## config.mk

```make
export PLATFORM = sky130hd
export DESIGN_NAME = led_cmd_tx
export DESIGN_NICKNAME = d
export VERILOG_FILES = /design/src/rtl/led_cmd_tx.sv
export SDC_FILE = /design/constraint.sdc
export NUM_CORES = 1
export LEC_CHECK = 0
export ABC_AREA = 0
export CAP_MARGIN = 20
export CELL_PAD_IN_SITES_DETAIL_PLACEMENT = 1
export CELL_PAD_IN_SITES_GLOBAL_PLACEMENT = 1
export CORE_MARGIN = 2
export CORE_UTILIZATION = 30
export CTS_BUF_LIST = sky130_fd_sc_hd__clkbuf_4 sky130_fd_sc_hd__clkbuf_8
export DETAILED_ROUTE_END_ITERATION = 10
export GPL_ROUTABILITY_DRIVEN = 0
export PLACE_DENSITY = 0.57
export RECOVER_POWER = 25
export REMOVE_ABC_BUFFERS = 1
export SLEW_MARGIN = 20
export SYNTH_ARGS = -nofsm -noshare
export SYNTH_HDL_FRONTEND = slang
export SYNTH_SLANG_ARGS = --single-unit
```

## constraint.sdc

```tcl
create_clock -name CLK -period 2.05 [get_ports CLK]
set_input_delay 0.5125 -clock CLK [delete_from_list [all_inputs] [get_ports CLK]]
set_output_delay 0.5125 -clock CLK [all_outputs]
set_load 0.01 [all_outputs]
```

## src/rtl/led_cmd_tx.sv

```systemverilog
// LED command serializer: shifts a 7-bit {inst, addr} word to an LED
// receiver, strobes the latch, and generates a free-running blink wave.
module led_cmd_tx #(
    parameter int CLK_DIV = 4,
    parameter int PAT_DIV = 1000000
) (
    input  logic       CLK,
    input  logic       RESET,
    input  logic       CMD_VALID,
    output logic       CMD_READY,
    input  logic [4:0] CMD_ADDR,
    input  logic [1:0] CMD_INST,
    output logic       SCLK_OUT,
    output logic       SDATA_OUT,
    output logic       LATCH_OUT,
    output logic       PATTERN_OUT,
    output logic       DONE
);

    typedef enum logic [1:0] {
        IDLE,
        SHIFT,
        LATCH,
        GAP
    } state_t;

    localparam logic [8:0]  HALF_END = 9'(CLK_DIV - 1);
    localparam logic [8:0]  FULL_END = 9'(2 * CLK_DIV - 1);
    localparam logic [23:0] PAT_END  = 24'(PAT_DIV - 1);
    localparam logic [2:0]  LAST_BIT = 3'd6;

    state_t      state;
    state_t      state_nx;
    logic [8:0]  cnt;
    logic [8:0]  cnt_nx;
    logic [2:0]  bidx;
    logic [2:0]  bidx_nx;
    logic [6:0]  word;
    logic [6:0]  word_nx;
    logic        sclk_nx;
    logic        sdata_nx;
    logic        latch_nx;
    logic        done_nx;
    logic        ready_nx;
    logic        half_hit;
    logic        full_hit;
    logic [23:0] pcnt;

    assign half_hit = (cnt == HALF_END);
    assign full_hit = (cnt == FULL_END);

    always_ff @(posedge CLK) begin
        if (!RESET) begin
            state <= IDLE;
        end else begin
            state <= state_nx;
        end
    end

    always_comb begin
        state_nx = state;
        unique case (state)
            IDLE: begin
                if (CMD_VALID) begin
                    state_nx = SHIFT;
                end
            end
            SHIFT: begin
                if (full_hit && bidx == LAST_BIT) begin
                    state_nx = LATCH;
                end
            end
            LATCH: begin
                if (full_hit) begin
                    state_nx = GAP;
                end
            end
            GAP: begin
                if (half_hit) begin
                    state_nx = IDLE;
                end
            end
            default: state_nx = IDLE;
        endcase
    end

    // Next values of every registered output and datapath register.
    always_comb begin
        cnt_nx   = cnt + 9'd1;
        bidx_nx  = bidx;
        word_nx  = word;
        sclk_nx  = SCLK_OUT;
        sdata_nx = SDATA_OUT;
        latch_nx = LATCH_OUT;
        done_nx  = 1'b0;
        ready_nx = (state_nx == IDLE);
        unique case (state)
            IDLE: begin
                cnt_nx   = 9'd0;
                latch_nx = 1'b0;
                if (CMD_VALID) begin
                    word_nx  = {CMD_INST, CMD_ADDR};
                    bidx_nx  = 3'd0;
                    sclk_nx  = 1'b0;
                    sdata_nx = CMD_INST[1];
                end
            end
            SHIFT: begin
                if (full_hit) begin
                    cnt_nx  = 9'd0;
                    sclk_nx = 1'b0;
                    if (bidx == LAST_BIT) begin
                        sdata_nx = 1'b0;
                        latch_nx = 1'b1;
                    end else begin
                        bidx_nx  = bidx + 3'd1;
                        word_nx  = {word[5:0], 1'b0};
                        sdata_nx = word[5];
                    end
                end else if (half_hit) begin
                    sclk_nx = 1'b1;
                end
            end
            LATCH: begin
                if (full_hit) begin
                    cnt_nx   = 9'd0;
                    latch_nx = 1'b0;
                end
            end
            GAP: begin
                if (half_hit) begin
                    cnt_nx  = 9'd0;
                    done_nx = 1'b1;
                end
            end
            default: begin
                cnt_nx   = 9'd0;
                sclk_nx  = 1'b0;
                sdata_nx = 1'b0;
                latch_nx = 1'b0;
            end
        endcase
    end

    always_ff @(posedge CLK) begin
        if (!RESET) begin
            cnt       <= 9'd0;
            bidx      <= 3'd0;
            word      <= 7'd0;
            SCLK_OUT  <= 1'b0;
            SDATA_OUT <= 1'b0;
            LATCH_OUT <= 1'b0;
            DONE      <= 1'b0;
            CMD_READY <= 1'b1;
        end else begin
            cnt       <= cnt_nx;
            bidx      <= bidx_nx;
            word      <= word_nx;
            SCLK_OUT  <= sclk_nx;
            SDATA_OUT <= sdata_nx;
            LATCH_OUT <= latch_nx;
            DONE      <= done_nx;
            CMD_READY <= ready_nx;
        end
    end

    // Blink wave runs on its own, untouched by frame traffic.
    always_ff @(posedge CLK) begin
        if (!RESET) begin
            pcnt        <= 24'd0;
            PATTERN_OUT <= 1'b0;
        end else if (pcnt == PAT_END) begin
            pcnt        <= 24'd0;
            PATTERN_OUT <= ~PATTERN_OUT;
        end else begin
            pcnt <= pcnt + 24'd1;
        end
    end

endmodule

```

* Word-level counts from Yosys, hierarchy flattened
Index checks and enable logic that the tools add are counted.
Operators by class: $mul 0, multiplexer cells 29, $lt $le $gt $ge 0, bitwise gates (word level) 2, add/sub/neg operators 3, div/mod/pow operators 0, equal/unequal tests 13, shift-type cells 0, reduce and logical (&&, ||, !) cells 12
Operators with widths (count):
- 9-bit case mux with 3 select lines | 1
- 24-bit by 1-bit adder with 24-bit output, second input constant | 1
- 24-bit by 20-bit == test with 1-bit output, second input constant | 1
- 6-bit two-way mux | 3
- 9-bit two-way mux | 2
- 6-bit case mux with 2 select lines | 1
- 1-bit two-way mux | 10
- 2-bit inequality test, second input constant | 5
- 9-bit by 1-bit adder with 9-bit output, second input constant | 1
- 9-bit by 2-bit == test with 1-bit output, second input constant | 1
- 9-bit by 3-bit == test with 1-bit output, second input constant | 1
- 3-bit two-way mux | 3
- 2-bit two-way mux | 4
- 2-bit case mux with 4 select lines | 1
- 4-bit AND reduction | 2
- 3-bit case mux with 2 select lines | 1
- 3-bit AND reduction | 2
- 2-bit == test, second input constant | 2
- 2-bit zero test | 2
- 1-bit case mux with 2 select lines | 2
- 2-bit OR reduction | 2
- 3-bit by 1-bit adder with 3-bit output, second input constant | 1
- 3-bit == test, second input constant | 1
- 3-bit inequality test, second input constant | 1
- other kinds (7) | 8
Storage, ports and cells: ROM bits 0, word-level logic and storage cells 70, memories kept 0, bits in writable memories 0, bits of input ports 10, bits in registers 50, bits in latches 0, output and inout bits 6

* Depth between registers and ports, before layout
word-level depth 5, gate-level depth with buffers 7, mapped depth without buffers 6

* Least setup slack after synthesis
Ideal clock, no wire load.
kind register to register, from register state[0], to register CMD_READY, data required time 1964 ps, data arrival time 1799 ps, setup time 86 ps, buffers on the path 1, stages on the path, launching flop included 7, path slack 165 ps, period minus slack after synthesis 1885 ps, cell sequence dfxtp_1 -> inv_1 -> ha_1 -> clkdlybuf4s50_2 -> a311oi_1 -> a211oi_1 -> a221oi_2
Between the ends: longest elaborated chain between the ends 3, elaborated cells between the ends (all ways) 10, those cells by class eq/ne: 3; mux: 5; reduce/logical: 2
RTL lines:
- start, declared | RTL line 32 | state_t state;
- start signal, assigned | RTL line 56 | state <= state_nx;
- 2-bit == test (tied with other cells) | RTL line 62 | unique case (state)
- 2-bit case mux with 4 select lines * | RTL line 62
- 2-bit zero test * | RTL line 96 | ready_nx = (state_nx == IDLE);
- end signal, assigned | RTL line 163 | CMD_READY <= ready_nx;
- end, declared | RTL line 10 | output logic CMD_READY,
Every way passes the cells marked *; elsewhere a longest branch is shown, timed or not. A chain may end at the register's enable or synchronous reset.

* Final worst setup path
from register cnt[0], to register CMD_READY
Between the ends: longest elaborated chain between the ends 5, elaborated cells between the ends (all ways) 8, those cells by class eq/ne: 2; mux: 4; reduce/logical: 2
RTL lines:
- start, declared | RTL line 34 | logic [8:0] cnt;
- start signal, assigned | RTL line 156 | cnt <= cnt_nx;
- 9-bit by 3-bit == test with 1-bit output | RTL line 50 | assign full_hit = (cnt == FULL_END);
- 1-bit logical AND | RTL line 69 | if (full_hit && bidx == LAST_BIT) begin
- 2-bit two-way mux | RTL line 69
- 2-bit case mux with 4 select lines * | RTL line 62
- 2-bit zero test * | RTL line 96
Marked as above.

==> results.json <==
{
  "power.share.switching_pct": 34.4,
  "fin_skew_ps": 10.7,
  "vdd_drop_max_v": 0.000334,
  "cts.htree.levels": 2,
  "hp-class": "reg2reg",
  "dp_hpwl_um": 4460,
  "hold_buffers": 0,
  "synthDominantCellAreaShare_pct": 39.5,
  "fin_crit_sh_pct": 91.1,
  "synth.most_common_cell": "dfxtp_1",
  "yosysSeqAreaShare_pct": 39.5,
  "clock_power_share_pct": 24.0,
  "dr.first_iter.drc_count": 64,
  "grt_use_total_pct": 14.5,
  "pwr-share-comb_pct": 32.7,
  "slew_violations": 0,
  "end_kind": "flip-flop",
  "worst_skew_pair.late_latency_ps": 300,
  "cp_cell_sequence": "ha_1, nor4bb_2, buf_4, nand4_1, a221o_1, a221oi_2",
  "post_drt_wl_per_cell_um": 14.4,
  "ant_nets": 0,
  "start_util_pct": 30.8,
  "power_leakage_uw": 0.00105,
  "drc": 0,
  "critPathSlowestCell": "a221o_1",
  "finalCoreUtilization_pct": 36.2,
  "hold_violations": 0,
  "path_max_fanout": 6,
  "synth-warning-count": 0,
  "cp-start-kind": "flip-flop",
  "r2r_start": "cnt[0]",
  "die_w_um": 95.9,
  "die_y_um": 95.9,
  "drt_wl_total_um": 6090,
  "clock-sinks": 50,
  "placed_area_mm2": 0.00286,
  "dp_slack_ps": 40.9,
  "reg2reg_slack_ps": 180,
  "num_vias": 2212,
  "port_buffers": 15,
  "worst_slack_ps": 182,
  "critPathMaxStageDelay_ps": 400,
  "clock.fmax_ghz": 0.535,
  "firstDrtPassIters": 4,
  "worst-endpoint-arrival_ps": 2090,
  "rows": 33,
  "timing.rr.end": "CMD_READY",
  "async_flop_share_pct": 0,
  "cts_tree": "done",
  "status": "complete, no violations",
  "crit_type": "reg2reg",
  "setup_viol": 0,
  "grt_setup_unrepaired": "no",
  "p_int_uw": 1710,
  "synth_edf_count": 0,
  "min-delay-start": "cnt[0]",
  "grt_first_pass_wirelength_um": 10700,
  "period_minus_slack_ps": 1870,
  "slew_headroom_pct": 65.9,
  "syn-cell-area_mm2": 0.00253,
  "postSynthAreaPerCell_um2": 8.71,
  "synthCells": 291,
  "grt_remaining_overflow": 0,
  "cts_buffers": 5,
  "antenna_found_initial": 0,
  "ys_types": 55,
  "final_nets": 337,
  "yosys-top-cells-count": "dfxtp_1 (50), nor2_1 (28), o21ai_0 (26), a21oi_1 (21), nand4_1 (14)",
  "worst_hold_path.endpoint": "cnt[0]",
  "vias_per_cell": 5.22,
  "critPathRequiredTime_ps": 2280,
  "reg2reg_depth": 6,
  "diodes": 0,
  "final.setup.tns_ps": 0,
  "synth_top_flop_cell": "dfxtp_1",
  "worst_pin_slew_ps": 502,
  "grt_pass1_vias": 2189,
  "core_mm2": 0.00822,
  "root_buffer": "clkbuf_8",
  "final_area_mm2": 0.00297,
  "yosysTopAreaCell": "dfxtp_1",
  "grt_max_degree": 25,
  "hold_depth": 1,
  "ios": 16,
  "syn_to_final_growth_pct": 17.3,
  "clockBufferDepth": 2,
  "synth.area.top_cells": "dfxtp_1 (40%), o21ai_0 (5.1%), ha_1 (4.4%), a21oi_1 (4.1%), nor2_1 (4.1%)",
  "p_sw_uw": 896,
  "ys_ff_latch": 50,
  "power_density_mw_per_mm2": 876,
  "p_seq_share_pct": 43.3,
  "drv_cap": 0,
  "drive_above_1_share_pct": 11.6,
  "path_clk_slew_ps": 100,
  "dieArea_mm2": 0.00920
}
==> metal layers <==
metal / routed length, um / share of wire, % / vias to the layer above / global-route usage (%)
met5: 0 / 0 / - / 0
met4: 40 / 0.66 / 0 / 3.21
met3: 124 / 2.0 / 2 / 2.82
met2: 2640 / 43 / 23 / 22.8
met1: 3280 / 54 / 1077 / 20.5
li1: - / - / 1110 / -
==> cells in the final DEF (no fill, tap or decap), types with 2 or more instances in the layout <==
cell and instances:
and3_1 4, nand2b_1 5, a211oi_1 2, o21ai_0 26
or3_1 12, clkbuf_8 6, and3_2 2, a221oi_1 5
inv_1 13, and4_1 5, mux2i_1 3, nor2b_1 3
clkbuf_1 2, clkdlybuf4s50_1 13, nand2_1 11, xnor2_1 7
a21oi_1 21, dfxtp_1 50, a31oi_1 2, dlygate4sd3_1 2
ha_1 9, nand4_1 14, nor4_1 3, xor2_1 11
buf_4 16, and2_1 3, nand3_1 13, nor2_1 28
==> state kept, by name, summed over array words and instances, names as in the netlist <==
| signal | cells |
|---|---|
| pcnt | 24 |
| cnt | 9 |
| word | 6 |
| bidx | 3 |
| state | 2 |
| CMD_READY | 1 |
| DONE | 1 |
| LATCH_OUT | 1 |
| PATTERN_OUT | 1 |
| SCLK_OUT | 1 |
| SDATA_OUT | 1 |
==> cells by family (layout without fill, tap and decap cells) <==
logic type      Yosys count  count (layout)  share of synthesized area (%)
compound gates           70              70                           17.2
buf+inv                  27              55                           5.23
fa+ha+maj                 9               9                           4.44
xor+xnor                 18              18                           6.22
mux                       5               5                           2.02
flops                    50              50                           39.5
simple gates            112             112                           25.4
==> worst max-delay path by stage <==
stage | from | endpoint | cells after the start
floorplan | cnt[0] | CMD_READY | 5
global placement | CMD_VALID | bidx[1] | 5
detailed placement | CMD_VALID | bidx[0] | 5
CTS | cnt[0] | CMD_READY | 6
global route | cnt[0] | CMD_READY | 6
finish | cnt[0] | CMD_READY | 6
==> worst max-delay path, delay by kind of cell (launching register included) <==
| kind | cells | cell delay [ps] |
|---|---|---|
| AOI/OAI and AO/OA | 2 | 640 |
| DFF | 1 | 370 |
| buffers and inverters | 1 | 200 |
| and+or+nand+nor | 2 | 420 |
| adders and majority gates | 1 | 180 |
==> power by group through the flow <==
stage | combinational [uW] | sequential, uW | clock (uW)
2_1_floorplan | 544 | 1140 | 0
3_3_place_gp | 847 | 1150 | 0
3_5_place_dp | 850 | 1150 | 0
4_1_cts | 856 | 1130 | 674
5_1_grt | 965 | 1140 | 708
6_report | 851 | 1130 | 626
==> metrics by stage <==
stage,total power [uW],hold slack (ps),std cells
floorplan,1680,418,278
global placement,2000,435,415
detailed placement,2000,444,415
CTS,2660,461,423
global route,2810,481,424
finish,2600,462,424
==> area by class of cell <==
class | count | area (um2)
repair buffers | 33 | 278
fillers | 969 | 5250
clock inverters | 2 | 16.3
inverters | 14 | 52.6
well taps | 105 | 131
flip-flops and latches | 50 | 1000
multi-input cells | 214 | 1410
clock buffers | 6 | 82.6
==> timing repair <==
action / CTS / global route
setup endpoints to repair: 0 / 5
setup buffers: 0 / 1
resized for setup: 0 / 2
(Power assumes the default switching activity.)
